`src/rtl/alu_issue_stage.sv`:
```
// ID->EX issue stage: decodes a MIPS instruction into ALU operation/operands and
// holds them in a 2-entry skid buffer with valid/ready on both sides.
module alu_issue_stage #(
  parameter int DATA_W         = 32,
  parameter bit ILLEGAL_AS_NOP = 1'b1
) (
  input  logic              clk,
  input  logic              rst,
  input  logic              flush,
  input  logic              id_valid,
  output logic              id_ready,
  input  logic [31:0]       id_instr,
  input  logic [DATA_W-1:0] id_rs_val,
  input  logic [DATA_W-1:0] id_rt_val,
  output logic              ex_valid,
  input  logic              ex_ready,
  output logic [4:0]        ex_operation,
  output logic [DATA_W-1:0] ex_op1,
  output logic [DATA_W-1:0] ex_op2,
  output logic [4:0]        ex_shamt,
  output logic [4:0]        ex_dest,
  output logic              ex_reg_write,
  output logic              ex_illegal
);

  typedef enum logic [1:0] {EMPTY, ONE, FULL} state_t;

  typedef struct packed {
    logic [4:0]        operation;
    logic [DATA_W-1:0] op1;
    logic [DATA_W-1:0] op2;
    logic [4:0]        shamt;
    logic [4:0]        dest;
    logic              reg_write;
    logic              illegal;
  } entry_t;

  state_t state, state_nxt;
  entry_t head, skid, dec;
  logic   bad;
  logic   head_load_dec, head_load_skid, skid_load;
  logic   take_in, take_out;

  logic [5:0]        opcode, fn;
  logic [DATA_W-1:0] imm_s, imm_z;
  logic              unused_rs_field;

  assign opcode          = id_instr[31:26];
  assign fn              = id_instr[5:0];
  assign imm_s           = {{(DATA_W-16){id_instr[15]}}, id_instr[15:0]};
  assign imm_z           = {{(DATA_W-16){1'b0}}, id_instr[15:0]};
  // Operand values arrive already forwarded; the rs index itself is not needed.
  assign unused_rs_field = ^id_instr[25:21];

  always_comb begin
    // NOTE: every field gets a default first so no path through the case infers a latch.
    dec = '0;
    bad = 1'b0;
    case (opcode)
      6'h00: begin
        dec.dest      = id_instr[15:11];
        dec.reg_write = 1'b1;
        dec.op1       = id_rs_val;
        dec.op2       = id_rt_val;
        case (fn)
          6'h20, 6'h21: dec.operation = 5'h3;
          6'h22, 6'h23: begin
            // Swapped so the ALU's Op2-Op1 yields rs-rt.
            dec.operation = 5'h5;
            dec.op1       = id_rt_val;
            dec.op2       = id_rs_val;
          end
          6'h24: dec.operation = 5'h4;
          6'h25: dec.operation = 5'h2;
          6'h27: dec.operation = 5'ha;
          6'h2a: dec.operation = 5'h8;
          6'h2b: dec.operation = 5'h9;
          6'h00, 6'h02: begin
            dec.operation = (fn == 6'h00) ? 5'h6 : 5'h7;
            dec.op1       = '0;
            dec.shamt     = id_instr[10:6];
          end
          6'h08: begin
            dec.operation = 5'hb;
            dec.op1       = '0;
            dec.op2       = id_rs_val;
            dec.reg_write = 1'b0;
          end
          default: bad = 1'b1;
        endcase
      end
      6'h08, 6'h09, 6'h0a, 6'h0b, 6'h0c, 6'h0d, 6'h0f, 6'h23: begin
        dec.op1       = id_rs_val;
        dec.dest      = id_instr[20:16];
        dec.reg_write = 1'b1;
        dec.op2       = imm_s;
        case (opcode)
          6'h0a:   dec.operation = 5'h8;
          6'h0b:   dec.operation = 5'h9;
          6'h0c:   begin dec.operation = 5'h4; dec.op2 = imm_z; end
          6'h0d:   begin dec.operation = 5'h2; dec.op2 = imm_z; end
          6'h0f:   begin dec.operation = 5'h1; dec.op2 = imm_z; end
          default: dec.operation = 5'h3;
        endcase
      end
      6'h2b: begin
        dec.operation = 5'h3;
        dec.op1       = id_rs_val;
        dec.op2       = imm_s;
        dec.dest      = id_instr[20:16];
      end
      6'h04, 6'h05: begin
        // Subtract rs-rt so the ALU zero flag answers rs==rt.
        dec.operation = 5'h5;
        dec.op1       = id_rt_val;
        dec.op2       = id_rs_val;
        dec.dest      = id_instr[20:16];
      end
      default: bad = 1'b1;
    endcase
    if (bad) begin
      dec         = '0;
      dec.illegal = ILLEGAL_AS_NOP;
    end
  end

  assign take_in  = id_valid && id_ready;
  assign take_out = ex_valid && ex_ready;

  always_comb begin
    state_nxt      = state;
    head_load_dec  = 1'b0;
    head_load_skid = 1'b0;
    skid_load      = 1'b0;
    case (state)
      EMPTY: if (take_in) begin
        state_nxt     = ONE;
        head_load_dec = 1'b1;
      end
      ONE: begin
        if (take_in && !take_out) begin
          state_nxt = FULL;
          skid_load = 1'b1;
        end else if (take_out && !take_in) begin
          state_nxt = EMPTY;
        end else if (take_in && take_out) begin
          head_load_dec = 1'b1;
        end
      end
      FULL: if (take_out) begin
        state_nxt      = ONE;
        head_load_skid = 1'b1;
      end
      default: state_nxt = EMPTY;
    endcase
    // Flush discards everything; data registers simply keep their stale value.
    if (flush) begin
      state_nxt      = EMPTY;
      head_load_dec  = 1'b0;
      head_load_skid = 1'b0;
      skid_load      = 1'b0;
    end
  end

  always_ff @(posedge clk or posedge rst) begin
    if (rst) begin
      state    <= EMPTY;
      id_ready <= 1'b1;
      ex_valid <= 1'b0;
      head     <= '0;
      skid     <= '0;
    end else begin
      // NOTE: non-blocking so every register samples pre-edge values regardless of statement order.
      state    <= state_nxt;
      id_ready <= (state_nxt != FULL);
      ex_valid <= (state_nxt != EMPTY);
      if (head_load_dec)       head <= dec;
      else if (head_load_skid) head <= skid;
      if (skid_load)           skid <= dec;
    end
  end

  assign ex_operation = head.operation;
  assign ex_op1       = head.op1;
  assign ex_op2       = head.op2;
  assign ex_shamt     = head.shamt;
  assign ex_dest      = head.dest;
  assign ex_reg_write = head.reg_write;
  assign ex_illegal   = head.illegal;

endmodule

```
`config.mk`:
```
export PLATFORM = sky130hd
export DESIGN_NAME = alu_issue_stage
export DESIGN_NICKNAME = d
export VERILOG_FILES = /design/src/rtl/alu_issue_stage.sv
export SDC_FILE = /design/constraint.sdc
export NUM_CORES = 1
export LEC_CHECK = 0
export CAP_MARGIN = 20
export CORE_MARGIN = 4
export CORE_UTILIZATION = 30
export DETAILED_ROUTE_END_ITERATION = 8
export PLACE_DENSITY = 0.54
export SYNTH_ARGS = -nofsm -noshare
export SYNTH_HDL_FRONTEND = slang
export SYNTH_SLANG_ARGS = --single-unit
```
`constraint.sdc`:
```
create_clock -name clk -period 9.6 [get_ports clk]
set_clock_uncertainty 0.05 [all_clocks]
set_input_delay 2.4 -clock clk [delete_from_list [all_inputs] [get_ports clk]]
set_output_delay 2.4 -clock clk [all_outputs]
set_load 0.1 [all_outputs]
```
Word level (Yosys, flattened, before mapping)
Index checks and enable logic that the tools add are counted.
{"block": "word_totals", "wordCells": 99, "out_inout_bits": 83, "in_bits": 101, "regBits": 166}
{"block": "op_classes", "n_eq_ne": 25, "n_mux": 35, "n_reduce_logical": 22}
{"op": "one-hot mux 69 bit (4 select lines)", "count": 1}
{"op": "two-way mux 81 bit", "count": 3}
{"op": "equality test 6 bit (second input constant)", "count": 11}
{"op": "two-way mux 32 bit", "count": 2}
{"op": "one-hot mux 32 bit (2 select lines)", "count": 1}
{"op": "equality test 6 x 4 -> 1 bit (second input constant)", "count": 8}
{"op": "one-hot mux 4 bit (9 select lines)", "count": 1}
{"op": "one-hot mux 4 bit (5 select lines)", "count": 1}
{"op": "two-way mux 1 bit", "count": 14}
{"op": "equality test 6 x 3 -> 1 bit (second input constant)", "count": 2}
{"op": "logical NOT 6 bit", "count": 2}
{"op": "OR reduction 12 bit", "count": 1}
{"op": "OR reduction 11 bit", "count": 1}
{"op": "two-way mux 2 bit", "count": 5}
{"op": "two-way mux 5 bit", "count": 2}
{"op": "one-hot mux 5 bit (2 select lines)", "count": 1}
{"op": "OR reduction 3 bit", "count": 3}
{"op": "OR reduction 2 bit", "count": 4}
{"op": "OR reduction 8 bit", "count": 1}
{"op": "equality test 6 x 2 -> 1 bit (second input constant)", "count": 1}
{"op": "one-hot mux 1 bit (2 select lines)", "count": 3}
{"op": "one-hot mux 2 bit (3 select lines)", "count": 1}
{"op": "logical AND 1 bit", "count": 5}
{"op": "nonzero test 2 bit", "count": 2}
{"op": "5 further kinds", "count": 6}

Logic depth before layout (Yosys ltp)
{"block": "depth", "depth_word": 8, "ltp_mapped": 8, "depth_no_buf": 5}

Least setup slack after synthesis
OpenSTA, ideal clock, no wires.
{"block": "synth_timing", "path_kind": "input port to flip-flop", "start": "in id_instr[0]", "end": "reg skid[72] in the netlist's numbering", "required_ns": 9.429, "path_slack_ns": 5.560, "n_path_buf": 2, "setup_ns": 0.121, "cell_stages": 7, "arrival_ns": 3.869, "cell_sequence": "buf_6 or3_1 nor3_1 o32ai_4 buf_6 a22oi_4 o21ai_2"}
{"block": "synth_between", "elab_chain_len": 5, "elab_cells_between_ends": 20, "classes_between": "eq/ne: 11; mux: 5; reduce/logical: 4"}
{"element": "start, declared", "line": "12", "source": "input logic [31:0] id_instr,"}
{"element": "equality test 6 x 4 -> 1 bit (tied with other cells)", "line": "65", "source": "case (fn)"}
{"element": "OR reduction 3 bit (no source line) (tied with other cells)"}
{"element": "one-hot mux 32 bit (2 select lines) or two-way mux 1 bit (tied branches)", "line": "65"}
{"element": "one-hot mux 69 bit (4 select lines) or one-hot mux 1 bit (2 select lines) (tied branches)", "line": "59", "source": "case (opcode)"}
{"element": "two-way mux 81 bit (*)", "line": "121", "source": "if (bad) begin"}
{"element": "end signal, assigned", "line": "171", "source": "skid <= '0;"}
{"element": "end signal, assigned", "line": "179", "source": "if (skid_load) skid <= dec;"}
{"element": "end, declared", "line": "39", "source": "entry_t head, skid, dec;"}
Every way passes the cells marked *; elsewhere a longest branch is shown, timed or not.
A chain may end at the register's enable or synchronous reset.

Worst setup path in the final report
{"block": "layout_timing", "start": "in id_instr[5]", "end": "reg head (netlist bit ex_op1[11])"}
{"block": "layout_between", "elab_chain_len": 6, "elab_cells_between_ends": 21, "classes_between": "eq/ne: 11; mux: 6; reduce/logical: 4"}
{"element": "equality test 6 x 4 -> 1 bit (tied with other cells)", "line": "65"}
{"element": "OR reduction 3 bit (no source line) (tied with other cells)"}
{"element": "one-hot mux 32 bit (2 select lines) or two-way mux 1 bit (tied branches)", "line": "65"}
{"element": "one-hot mux 69 bit (4 select lines) or one-hot mux 1 bit (2 select lines) (tied branches)", "line": "59"}
{"element": "two-way mux 81 bit (*)", "line": "121"}
{"element": "two-way mux 81 bit (*)", "line": "177", "source": "if (head_load_dec) head <= dec;"}
{"element": "end signal, assigned", "line": "178", "source": "else if (head_load_skid) head <= skid;"}
{"element": "end, declared", "line": "39"}
Marked as above.

==> impl_metrics.yaml <==
drt:
  top_layer: "met4"
  wl_met2_um: 12400
  dr_wl_met3_um: 1430
  avgViaCountPerCell: 5.35
  wl_met1_um: 12100
  vias: 6553
  drtAntennaViolNets: 0
  wire_per_inst_um: 21.5
  finalWirelength_um: 26300
  drt_first_pass_iters: 5
  drcViolationCount: 0
  drtIter0Drc: 549
clock_network:
  clockBufferDepth: 2
  post-cts-setup-buffer-count: 0
  clkLatencyLatePin_ps: 420
  htreeDepth: 4
  cts_made_buffers: 17
  ctsResizeCount: 0
  cts_tree: "done"
  cts.sinks: 164
  path_clk_slew_ps: 70
  cts_hold_buf: 0
  root_buffer: "clkbuf_16"
synthesis:
  seq_area_frac_synth: 0.512
  syn_nets: 833
  yosys_warnings: 0
  synth_cell_types: 65
  syn_inst: 732
  netlist_area_mm2: 0.00802
  ys_ff_latch: 164
  synthArstFlopShare: 1.00
  synth_edf_count: 0
  ys.flop_type: "dfrtp_1"
  syn_area_per_cell_um2: 10.9
power_and_ir_drop:
  ir_drop_v: 0.000103
  p_sw_mw: 0.631
  p_int_mw: 1.36
  leakagePower_nw: 4.23
  pwr-share-comb: 0.221
  seq_power_share: 0.402
  finalPower_mw: 1.99
  p_clk_frac: 0.377
  p_per_area_mw_per_mm2: 188
  switching_share: 0.316
finish:
  final_common_cell: "clkdlybuf4s50_1"
  final_area_mm2: 0.0106
  layout_common_cells: "177 x clkdlybuf4s50_1, 163 x dfrtp_1, 84 x a22oi_1"
  antenna_cells: 0
  syn_to_final_growth_pct: 32.2
  final_nets: 977
  drive_gt1_frac: 0.148
job:
  drv_cap: 0
sta:
  slew_headroom: 0.250
  whs_ps: 431
  finalCritPeriodShare: 0.555
  maxSlewViolCount: 0
  rsz0062_at_grt: "false"
  fin_tns_setup_ps: 0
  timing.fmax_ghz: 0.188
  worst_pin_slew_ps: 1120
  layout_min_cycle_time_ps: 5330
  setup_ws_ps: 4270
  finalHoldViolCount: 0
  final-setup-viol-count: 0
floorplan:
  core-area_mm2: 0.0262
  fp.dieArea_mm2: 0.0294
  rows: 59
  initial_core_util: 0.306
  die_height_um: 171
  dieWidth_um: 171
  io_pins: 184
setup_path:
  path_max_fanout: 38
  cp.arrival_ps: 5570
  cp.required_ps: 9830
  end_kind: "register"
  worstSetupPathType: "input port to register"
  start_kind: "input port"
place:
  dp.final_hpwl_um: 16500
  dpl_cell_area_mm2: 0.00992
  io_buffers: 177
  gp_congestion: 0.828
  dp_slack_ps: 3900
global_routing:
  track_usage: 0.178
  grt_max_degree: 90
  grt_pass1_wl_um: 40700
  grt_pass1_vias: 6746
  antenna_found_initial: 0
  globalRouteOverflowTotal: 0
worst_hold_path:
  hp-class: "register to register"
status:
  outcome: "finished clean"
[state kept, by name (all words and copies together), names as in the netlist]
register,cells
ex_op1,32
ex_dest,5
skid,80
ex_illegal,1
state,2
ex_valid,1
ex_shamt,5
ex_op2,32
ex_reg_write,1
ex_operation,4
id_ready,1
[critical path: stages]
cell and delay (ps):
clkdlybuf4s50_1 790, or3_1 230, a21oi_1 110, o21a_2 390
o21ai_4 860, buf_4 580, o21ai_1 140
[final cells by class]
type / instances / area (um2)
flip-flops and latches: 164 / 4110
clock buffers: 22 / 474
multi-input cells: 497 / 3500
repair buffers: 192 / 1900
clock inverters: 10 / 169
inverters: 4 / 20.0
fillers: 2512 / 15600
well taps: 335 / 419
[synth_stat cells, types with 2 or more instances]
library cell / instances / share of area
dfrtp_1: 163 / 0.51
inv_1: 4 / 0.0019
nor3_1: 4 / 0.0025
a22oi_4: 10 / 0.027
nand3b_1: 3 / 0.0028
a221oi_1: 16 / 0.017
a22oi_1: 84 / 0.079
xor2_1: 3 / 0.0033
buf_6: 19 / 0.027
a31oi_1: 3 / 0.0023
a211oi_1: 5 / 0.0047
buf_4: 3 / 0.0028
clkbuf_1: 28 / 0.013
nand2_1: 83 / 0.039
nand2b_1: 6 / 0.0047
o31ai_1: 2 / 0.0019
a211oi_2: 11 / 0.017
nor2_1: 28 / 0.013
a221o_1: 3 / 0.0037
and3b_1: 4 / 0.0044
a222oi_1: 16 / 0.020
o21ai_0: 41 / 0.026
a21oi_1: 8 / 0.0050
a22oi_2: 20 / 0.031
nand3_1: 3 / 0.0019
o21ai_1: 81 / 0.051
buf_2: 14 / 0.0087
nor2b_1: 2 / 0.0016
a21o_1: 4 / 0.0037
o21ai_2: 25 / 0.027
nor3_2: 2 / 0.0025
[per-layer routing]
layer | vias to the layer above | GRT usage
met4 | 0 | 0.0455
met5 | - | 0
li1 | 3075 | -
met1 | 3276 | 0.250
met2 | 179 | 0.284
met3 | 23 | 0.0347
[per-stage QoR]
stage / utilization / cells
final: 0.404 / 1224
after global routing: 0.404 / 1224
after CTS: 0.403 / 1223
after detailed placement: 0.379 / 1191
after global placement: 0.379 / 1191
after floorplan: - / 732
[power groups by stage]
stage / combinational [mW] / clock, mW / sequential, mW
global route: 0.468 / 0.799 / 0.808
global placement: 0.440 / 0 / 0.811
detailed placement: 0.442 / 0 / 0.813
floorplan: 0.170 / 0 / 0.941
finish: 0.441 / 0.752 / 0.801
CTS: 0.444 / 0.771 / 0.800
[cells by family (layout without fill, tap and decap cells)]
| logic type | Yosys count | count (layout) | share of synthesized area |
|---|---|---|---|
| AND/OR/NAND/NOR | 148 | 148 | 0.0885 |
| buffers and inverters | 71 | 228 | 0.0568 |
| flip-flops | 164 | 164 | 0.512 |
| XOR/XNOR | 3 | 3 | 0.00328 |
| multiplexers | 1 | 1 | 0.00140 |
| AO/OA/AOI/OAI | 344 | 344 | 0.337 |
| other | 1 | 1 | 0.000468 |
[path summary, 6_finish.rpt]
path	startpoint	slack (ps)	to	cells after the start
min in group asynchronous	rst	2470	ex_op1[21]	2
max in group asynchronous	rst	5500	ex_op2[3]	3
max reg2reg	state[0]	6930	ex_op2[21]	7
min reg2reg	skid[56]	430	skid[56]	2
max	id_instr[5]	4270	ex_op1[11]	7
min	skid[56]	430	skid[56]	2
No activity file was read; power rests on OpenSTA's default activity.
